<file path="src/rtl/inst_fetch_unit.sv">
// Instruction fetch stage: owns the PC, runs req/ack reads against instruction
// memory, and presents {PC+4, instruction} to the IF/ID register.
module inst_fetch_unit #(
    parameter logic [31:0] RESET_PC = 32'h0000_0000,
    parameter logic [31:0] BUBBLE   = 32'hFC00_0000
) (
    input  logic        clk_i,
    input  logic        rst_i,
    input  logic        hd_i,
    input  logic        redirect_i,
    input  logic [31:0] redirect_addr_i,
    output logic        mem_req_o,
    output logic [31:0] mem_addr_o,
    input  logic        mem_ack_i,
    input  logic [31:0] mem_data_i,
    output logic [31:0] inst_addr_o,
    output logic [31:0] inst_o,
    output logic        inst_valid_o
);

    typedef enum logic [1:0] {
        ST_IDLE  = 2'b00,
        ST_REQ   = 2'b01,
        ST_HOLD  = 2'b10,
        ST_DRAIN = 2'b11
    } state_t;

    state_t      state_r;
    logic [31:0] pc_r;
    logic [31:0] hold_inst_r;
    logic [31:0] hold_addr_r;
    logic [31:0] inst_r;
    logic [31:0] inst_addr_r;
    logic        inst_valid_r;
    logic        mem_req_r;
    logic [31:0] mem_addr_r;
    logic [31:0] pc_plus4_s;

    // Sequential PC increment, wraps modulo 2^32.
    always_comb begin
        pc_plus4_s = 32'h0000_0000;
        pc_plus4_s = pc_r + 32'd4;
    end

    // Fetch FSM; mem_addr_r keeps the old address while draining an abandoned read.
    always_ff @(posedge clk_i) begin
        if (rst_i) begin
            state_r      <= ST_IDLE;
            pc_r         <= RESET_PC;
            hold_inst_r  <= 32'h0000_0000;
            hold_addr_r  <= 32'h0000_0000;
            inst_r       <= BUBBLE;
            inst_addr_r  <= 32'h0000_0000;
            inst_valid_r <= 1'b0;
            mem_req_r    <= 1'b0;
            mem_addr_r   <= RESET_PC;
        end else begin
            case (state_r)
                ST_IDLE: begin
                    state_r    <= ST_REQ;
                    mem_req_r  <= 1'b1;
                    mem_addr_r <= pc_r;
                end
                ST_REQ: begin
                    if (redirect_i) begin
                        pc_r         <= redirect_addr_i;
                        inst_r       <= BUBBLE;
                        inst_valid_r <= 1'b0;
                        if (mem_ack_i) begin
                            mem_addr_r <= redirect_addr_i;
                        end else begin
                            state_r <= ST_DRAIN;
                        end
                    end else if (hd_i) begin
                        if (mem_ack_i) begin
                            hold_inst_r <= mem_data_i;
                            hold_addr_r <= pc_plus4_s;
                            pc_r        <= pc_plus4_s;
                            mem_addr_r  <= pc_plus4_s;
                            mem_req_r   <= 1'b0;
                            state_r     <= ST_HOLD;
                        end
                    end else if (mem_ack_i) begin
                        inst_r       <= mem_data_i;
                        inst_addr_r  <= pc_plus4_s;
                        inst_valid_r <= 1'b1;
                        pc_r         <= pc_plus4_s;
                        mem_addr_r   <= pc_plus4_s;
                    end else begin
                        inst_r       <= BUBBLE;
                        inst_valid_r <= 1'b0;
                    end
                end
                ST_HOLD: begin
                    if (redirect_i) begin
                        pc_r         <= redirect_addr_i;
                        mem_addr_r   <= redirect_addr_i;
                        inst_r       <= BUBBLE;
                        inst_valid_r <= 1'b0;
                        mem_req_r    <= 1'b1;
                        state_r      <= ST_REQ;
                    end else if (!hd_i) begin
                        inst_r       <= hold_inst_r;
                        inst_addr_r  <= hold_addr_r;
                        inst_valid_r <= 1'b1;
                        mem_addr_r   <= pc_r;
                        mem_req_r    <= 1'b1;
                        state_r      <= ST_REQ;
                    end
                end
                ST_DRAIN: begin
                    inst_r       <= BUBBLE;
                    inst_valid_r <= 1'b0;
                    if (redirect_i) begin
                        pc_r <= redirect_addr_i;
                    end
                    if (mem_ack_i) begin
                        mem_addr_r <= redirect_i ? redirect_addr_i : pc_r;
                        state_r    <= ST_REQ;
                    end
                end
                default: begin
                    state_r      <= ST_IDLE;
                    inst_r       <= BUBBLE;
                    inst_valid_r <= 1'b0;
                    mem_req_r    <= 1'b0;
                end
            endcase
        end
    end

    assign mem_req_o    = mem_req_r;
    assign mem_addr_o   = mem_addr_r;
    assign inst_o       = inst_r;
    assign inst_addr_o  = inst_addr_r;
    assign inst_valid_o = inst_valid_r;

endmodule
</file>
<file path="config.mk">
export PLATFORM = sky130hd
export DESIGN_NAME = inst_fetch_unit
export DESIGN_NICKNAME = d
export VERILOG_FILES = /design/src/rtl/inst_fetch_unit.sv
export SDC_FILE = /design/constraint.sdc
export NUM_CORES = 1
export LEC_CHECK = 0
export CORE_ASPECT_RATIO = 1.2
export CORE_MARGIN = 5
export CORE_UTILIZATION = 25
export DETAILED_ROUTE_END_ITERATION = 8
export DONT_BUFFER_PORTS = 1
export PLACE_DENSITY = 0.42
export SLEW_MARGIN = 0
export SYNTH_ARGS = -nofsm -noshare
export SYNTH_HDL_FRONTEND = slang
export SYNTH_SLANG_ARGS = --single-unit
</file>
<file path="constraint.sdc">
create_clock -name clk_i -period 2.9 [get_ports clk_i]
set_input_delay 0.58 -clock clk_i [delete_from_list [all_inputs] [get_ports clk_i]]
set_output_delay 0.58 -clock clk_i [all_outputs]
set_load 0.03 [all_outputs]
</file>
==> summary.md, run 1 <==
| Metric | Value |
|---|---|
| Status | completed |
| Die area | 0.0428 mm^2 |
| Async set or reset register ratio after synthesis | 0% |
| Detailed Route Iter0 Violations | 590 |
| Yosys synthesis warning count | 0 |
| Hold_buf cts | 0 |
| Register area share after synthesis | 40.6% |
| Ant. Diodes | 0 |
| Pleak | 0.00361 uW |
| Synthesized area | 0.00968 mm^2 |
| First-pass GRT wire length | 57300 um |
| Slew @ Worst Pin | 0.967 ns |
| WS Path Type | register to register |
| Max Cap Viol | 0 |
| DRC Markers | 0 |
| Height of the die | 226 um |
| RR Endpoint | mem_addr_o[21] |
| Starting Density | 25.1% |
| Peak VDD IR | 451 uV |
| # H-tree levels | 4 |
| Clock power frac | 38.8% |
| Num CTS Buffers | 17 |
| Routed wire per std cell | 22.2 um |
| Vias | 9246 |
| DRT Pass-1 Iters | 5 |
| Root Driver | clkbuf_16 |
| Crit path capture | mem_addr_o[21] |
| Worst slew margin | 35.3% |
| CTS tree | yes |
| Worst-path fanout max | 8 |
| Syn Area/Cell | 7.65 um^2 |
| Switching share of power | 30.2% |
| Site Rows | 79 |
| Port buffer count | 0 |
| Core area | 0.0385 mm^2 |
| Via/cell ratio | 5.40 |
| Setup_tns | 0 ns |
| Seq pwr share | 49.3% |
| Final setup fails | 0 |
| Post-synth EDFFs | 0 |
| Final net count | 1285 |
| Total GRT Usage | 17.4% |
| Internal | 4480 uW |
| Post-CTS setup repair buffer count | 0 |
| PD cells | 587 mW/mm^2 |
| I/O pin total | 167 |
| Die width | 190 um |
| Setup crit start | pc_r[8] |
| Final wirelength | 38100 um |
| Worst-Skew Late Latency | 0.46 ns |
| Final core utilization | 28.3% |
| Mapped Cells | 1264 |
| Switching pwr | 1930 uW |
| Fin crit period | 2.60 ns |
| GRT Residual Overflow | 0 |
| Layout cells sized above 1 | 10.0% |
| Clock slew at the register clock pins of the worst setup and hold paths | 0.08 ns |
| Antenna Nets Post-Route | 0 |
| Startpoint types | register |
| RSZ-0062 raised after global routing | false |
| CTS max path bufs | 2 |
| R2R Path Start | pc_r[8] |
| Combinational power share | 11.9% |
| Clock sink count | 196 |
| WP data required | 3.25 ns |
| Syn_nets | 1334 |
| Largest net degree at the start of global routing | 157 |
| Setup crit end kind | register |
| Peak Freq | 0.385 GHz |
| Synth Flop Type | dfxtp_1 |
| Final hold vios | 0 |
| Initial antenna violation count | 0 |
| Worst reg-to-reg setup slack | 0.30 ns |
| Vias in the first global route | 8912 |
| Cell variety after synth | 68 |
| Min-delay worst type | input pin to register |
| Area grow syn2layout | 12.8% |
| Post_cts resized | 0 |
| Reg2Reg Depth | 5 |
| Final HPWL DP | 26500 um |
| Seq cells post-synth | 196 |
| Arrival time at the worst endpoint | 2.95 ns |
| Slew Limit Fails | 0 |
| Fin crit share | 89.7% |
| RD Place Congestion | 0.893 |
| Worst Clk Skew | 0.0118 ns |
final cells by class:
| type | instances | area, um^2 |
|---|---|---|
| timing repair buffer | 65 | 526 |
| tap | 486 | 608 |
| fill | 4203 | 27600 |
| multi-input combinational | 919 | 5210 |
| clock buffer | 18 | 429 |
| sequential | 196 | 3920 |
| inverter | 16 | 60.1 |
| clock inverter | 12 | 158 |
per-layer routing:
layer / vias up / wire, um / global-route usage [%]
met5: - / 0 / 0
met4: 0 / 804 / 6.16
met3: 40 / 2970 / 5.04
met2: 285 / 17700 / 27.9
met1: 4440 / 16500 / 22.6
li1: 4481 / - / -
kinds of logic after synthesis:
group           synth area share (%)
simple gates                    24.7
compound gates                  25.4
flops                           40.6
buf+inv                         6.04
xor+xnor                        1.72
mux                             1.47
fa+ha+maj                      0.129
synthesized netlist by cell type, types with 7 or more instances:
master	instances	share of area, %
buf_2	9	0.47
nand3_1	47	2.4
a311oi_1	10	0.91
a31oi_1	33	2.1
nor4_1	20	1.3
nand2b_1	15	0.97
a211oi_1	23	1.8
and4_1	10	0.91
o21ai_0	78	4.0
o211ai_1	11	0.85
a211o_1	8	0.72
nor2b_1	7	0.45
o221ai_1	9	0.81
mux2i_1	12	1.2
and3_1	8	0.52
o31ai_1	9	0.70
nor3_1	54	2.8
buf_1	7	0.27
nand2_1	179	6.9
xnor2_1	13	1.2
a21oi_1	101	5.2
nor2_1	128	5.0
inv_1	16	0.62
dfxtp_1	196	41
clkbuf_1	112	4.3
nand4_1	11	0.71
or3_1	10	0.65
a221oi_1	32	2.9
how the worst min path moves through the flow:
stage	from	endpoint	slack, ns	cells after the start
2_1_floorplan	hold_inst_r[0]	hold_inst_r[0]	0.44	2
3_3_place_gp	hold_inst_r[1]	hold_inst_r[1]	0.44	2
3_5_place_dp	hold_inst_r[6]	hold_inst_r[6]	0.44	2
4_1_cts	rst_i	inst_addr_o[29]	0.16	1
5_1_grt	rst_i	pc_r[28]	0.18	1
6_report	rst_i	pc_r[26]	0.21	1
state kept, by name (all words and copies together), names as in the netlist:
register,cells
inst_valid_o,1
state_r,2
hold_inst_r,32
mem_addr_o,32
mem_req_o,1
inst_o,32
inst_addr_o,32
hold_addr_r,32
pc_r,32
metrics by stage:
stage / instance area (um^2) / cells / hold slack, ns / setup slack (ns) / total power, uW
global placement: 10300 / 1682 / 0.437 / 0.371 / 3990
detailed placement: 10300 / 1682 / 0.444 / 0.343 / 4000
global route: 10900 / 1712 / 0.175 / 0.158 / 6720
CTS: 10900 / 1712 / 0.164 / 0.316 / 6540
floorplan: 9680 / 1264 / 0.436 / 0.506 / 3740
finish: 10900 / 1712 / 0.211 / 0.300 / 6410
placed cells by master, fill, tap and decap left out, drive strengths merged, types with 5 or more instances in the layout:
master	synthesis	layout
dfxtp	196	196
nand2	179	179
nor2	128	128
a21oi	101	101
o21ai	79	79
buf	19	65
nor3	54	54
nand3	47	47
a31oi	33	33
a221oi	32	32
a211oi	23	23
nor4	22	22
clkbuf	114	18
inv	16	18
nand2b	15	15
xnor2	13	13
mux2i	12	12
nand4	12	12
o211ai	11	11
or3	10	10
and4	10	10
a311oi	10	10
o221ai	9	9
o31ai	9	9
a211o	8	8
and3	8	8
nor2b	7	7
a31o	6	6
xor2	6	6
a32o	6	6
or4	6	6
o31a	5	5
o22ai	5	5
o32ai	5	5
and2	5	5
power groups by stage:
stage,clock [uW],sequential (uW),combinational (uW)
floorplan,0,3140,607
finish,2490,3160,764
CTS,2610,3160,773
global route,2690,3180,857
global placement,0,3220,767
detailed placement,0,3230,770
worst max-delay path, cell delays in order (launching register included):
cell	delay, ns
dfxtp_1	0.48
nand4_1	0.27
or4_1	0.69
or4_4	0.46
a221o_1	0.33
a32o_1	0.25
Note: power is estimated with default switching activity, not from simulation.
==> run 2: changes to the inputs <==
--- a/config.mk
+++ b/config.mk
@@ -7,10 +7,10 @@
 export LEC_CHECK = 0
 export CORE_ASPECT_RATIO = 1.2
 export CORE_MARGIN = 5
-export CORE_UTILIZATION = 25
+export CORE_UTILIZATION = 64
 export DETAILED_ROUTE_END_ITERATION = 8
 export DONT_BUFFER_PORTS = 1
-export PLACE_DENSITY = 0.42
+export PLACE_DENSITY = 0.84
 export SLEW_MARGIN = 0
 export SYNTH_ARGS = -nofsm -noshare
 export SYNTH_HDL_FRONTEND = slang
==> constraint.sdc (replaced) <==
create_clock -name clk_i -period 2.6 [get_ports clk_i]
set_input_delay 0.52 -clock clk_i [delete_from_list [all_inputs] [get_ports clk_i]]
set_output_delay 0.52 -clock clk_i [all_outputs]
set_load 0.03 [all_outputs]
==> run 2 against run 1 <==
Net effect: utilization rose by 43 points; clock-buffer cell count rose by 2; clock skew barely moved; largest cell class unchanged; largest power group unchanged; highest routed layer unchanged.
==> summary.md, run 2 (synthesis results as in run 1) <==
| Metric | Value |
|---|---|
| Total GRT Usage | 32.9% |
| Worst-path fanout max | 15 |
| RSZ-0062 raised after global routing | false |
| Largest net degree at the start of global routing | 157 |
| Post_cts resized | 0 |
| Worst Clk Skew | 0.0118 ns |
| # fillers | 1229 |
| Final setup fails | 0 |
| DRT Pass-1 Iters | 6 |
| Layout Cells excl Fill | 1437 |
| Final HPWL DP | 20700 um |
| Clock power frac | 37.8% |
| Detailed Route Iter0 Violations | 1090 |
| Slew Limit Fails | 0 |
| Vias | 9570 |
| Hold Crit Endpoint | pc_r[23] |
| Startpoint types | register |
| Hold path startpoint | rst_i |
| Port buffer count | 0 |
| Most common cell after layout, fill and taps aside | dfxtp_1 |
| RR Endpoint | inst_addr_o[20] |
| Initial antenna violation count | 0 |
| Status | completed |
| Hold_buf cts | 0 |
| Switching share of power | 29.9% |
| Root Driver | clkbuf_16 |
| Switching pwr | 2090 uW |
| CTS max path bufs | 2 |
| Placed cells | 1405 |
| Arrival time at the worst endpoint | 2.78 ns |
| I/O pin total | 167 |
| Die width | 122 um |
| Peak Freq | 0.413 GHz |
| Clock sink count | 196 |
| WHS | 0.155 ns |
| RD Place Congestion | 0.978 |
| WS Path Type | register to register |
| First-pass GRT wire length | 46300 um |
| Setup crit start | pc_r[17] |
| Routed wire per std cell | 20.6 um |
| Core area | 0.0149 mm^2 |
| Final hold vios | 0 |
| CTS tree | yes |
| Slew @ Worst Pin | 1.03 ns |
| Combinational power share | 11.8% |
| Height of the die | 145 um |
| PD cells | 660 mW/mm^2 |
| Setup crit end kind | register |
| Reg2Reg Depth | 5 |
| Fin crit period | 2.42 ns |
| Max Cap Viol | 0 |
| Commonest non-fill, non-tap cells in the layout | 196 x dfxtp_1, 179 x nand2_1, 127 x nor2_1, 100 x a21oi_1, 78 x o21ai_0 |
| Post-CTS setup repair buffer count | 0 |
| Site Rows | 49 |
| DRC Markers | 0 |
| # H-tree levels | 4 |
| Starting Density | 64.9% |
| Peak VDD IR | 425 uV |
| Worst-Skew Late Latency | 0.44 ns |
| Setup_tns | 0 ns |
| Pwr Total | 6980 uW |
| Die area | 0.0177 mm^2 |
| Final net count | 1290 |
| GRT Residual Overflow | 0 |
| Clock slew at the register clock pins of the worst setup and hold paths | 0.07 ns |
| Pleak | 0.00363 uW |
| Worst reg-to-reg setup slack | 0.18 ns |
| Worst slew margin | 31.2% |
| Layout cells sized above 1 | 10.5% |
| Final core utilization | 71.0% |
| WP data required | 2.96 ns |
| Seq pwr share | 50.4% |
| Area grow syn2layout | 9.39% |
| Min-delay worst type | input pin to register |
| Fin crit share | 93.1% |
| Via/cell ratio | 6.66 |
| Internal | 4900 uW |
| Ant. Diodes | 0 |
| Final wirelength | 29600 um |
| Antenna Nets Post-Route | 0 |
| Vias in the first global route | 8789 |
| R2R Path Start | pc_r[17] |
| Num CTS Buffers | 17 |
| Worst Hold Depth | 1 |
run 2: cell count changes in the layout (fill, tap and decap cells not counted), moves of 2 or more:
| cell | delta |
|---|---|
| bufinv_16 | -2 |
| inv_6 | +2 |
| buf_4 | +6 |
| clkinv_2 | -2 |
| inv_8 | +2 |
| clkbuf_8 | +2 |
run 2: metal layers:
layer	part of all wire, %	global-route usage [%]
met2	45	51.0
met3	12	11.7
met4	4.0	14.3
met5	0	0
met1	39	41.6
run 2: how the worst max path moves through the flow:
stage,to,depth (start not counted)
floorplan,mem_addr_o[21],7
detailed placement,inst_addr_o[28],6
CTS,inst_addr_o[28],6
global placement,inst_addr_o[28],6
finish,inst_addr_o[20],5
global route,inst_addr_o[20],5
run 2: through the flow:
step,setup WS [ns],area (um^2)
2_1_floorplan,0.206,9680
3_3_place_gp,0.171,9990
3_5_place_dp,0.102,9990
4_1_cts,0.0699,10600
5_1_grt,0.0173,10600
6_report,0.180,10600
run 2: power by group through the flow:
| stage | clock network [uW] | logic (uW) | registers (uW) |
|---|---|---|---|
| detailed placement | 0 | 806 | 3580 |
| global route | 2800 | 910 | 3540 |
| global placement | 0 | 792 | 3580 |
| floorplan | 0 | 677 | 3500 |
| CTS | 2660 | 811 | 3510 |
| finish | 2640 | 825 | 3520 |
run 2: worst max-delay path, cell delays in order, from the launching register on:
cell and delay, ns:
dfxtp_1 0.62, and4_1 0.34, nand3_1 0.40, or3_1 0.48
a311o_1 0.36, a21oi_1 0.14
run 2: layout make-up:
cell class	instances	area (um^2)	area share, %
tap	204	255	2.41
clock buffer	20	457	4.31
multi-input combinational	919	5200	49.1
sequential	196	3920	37.1
inverter	16	60.1	0.567
timing repair buffer	70	551	5.20
clock inverter	12	136	1.29
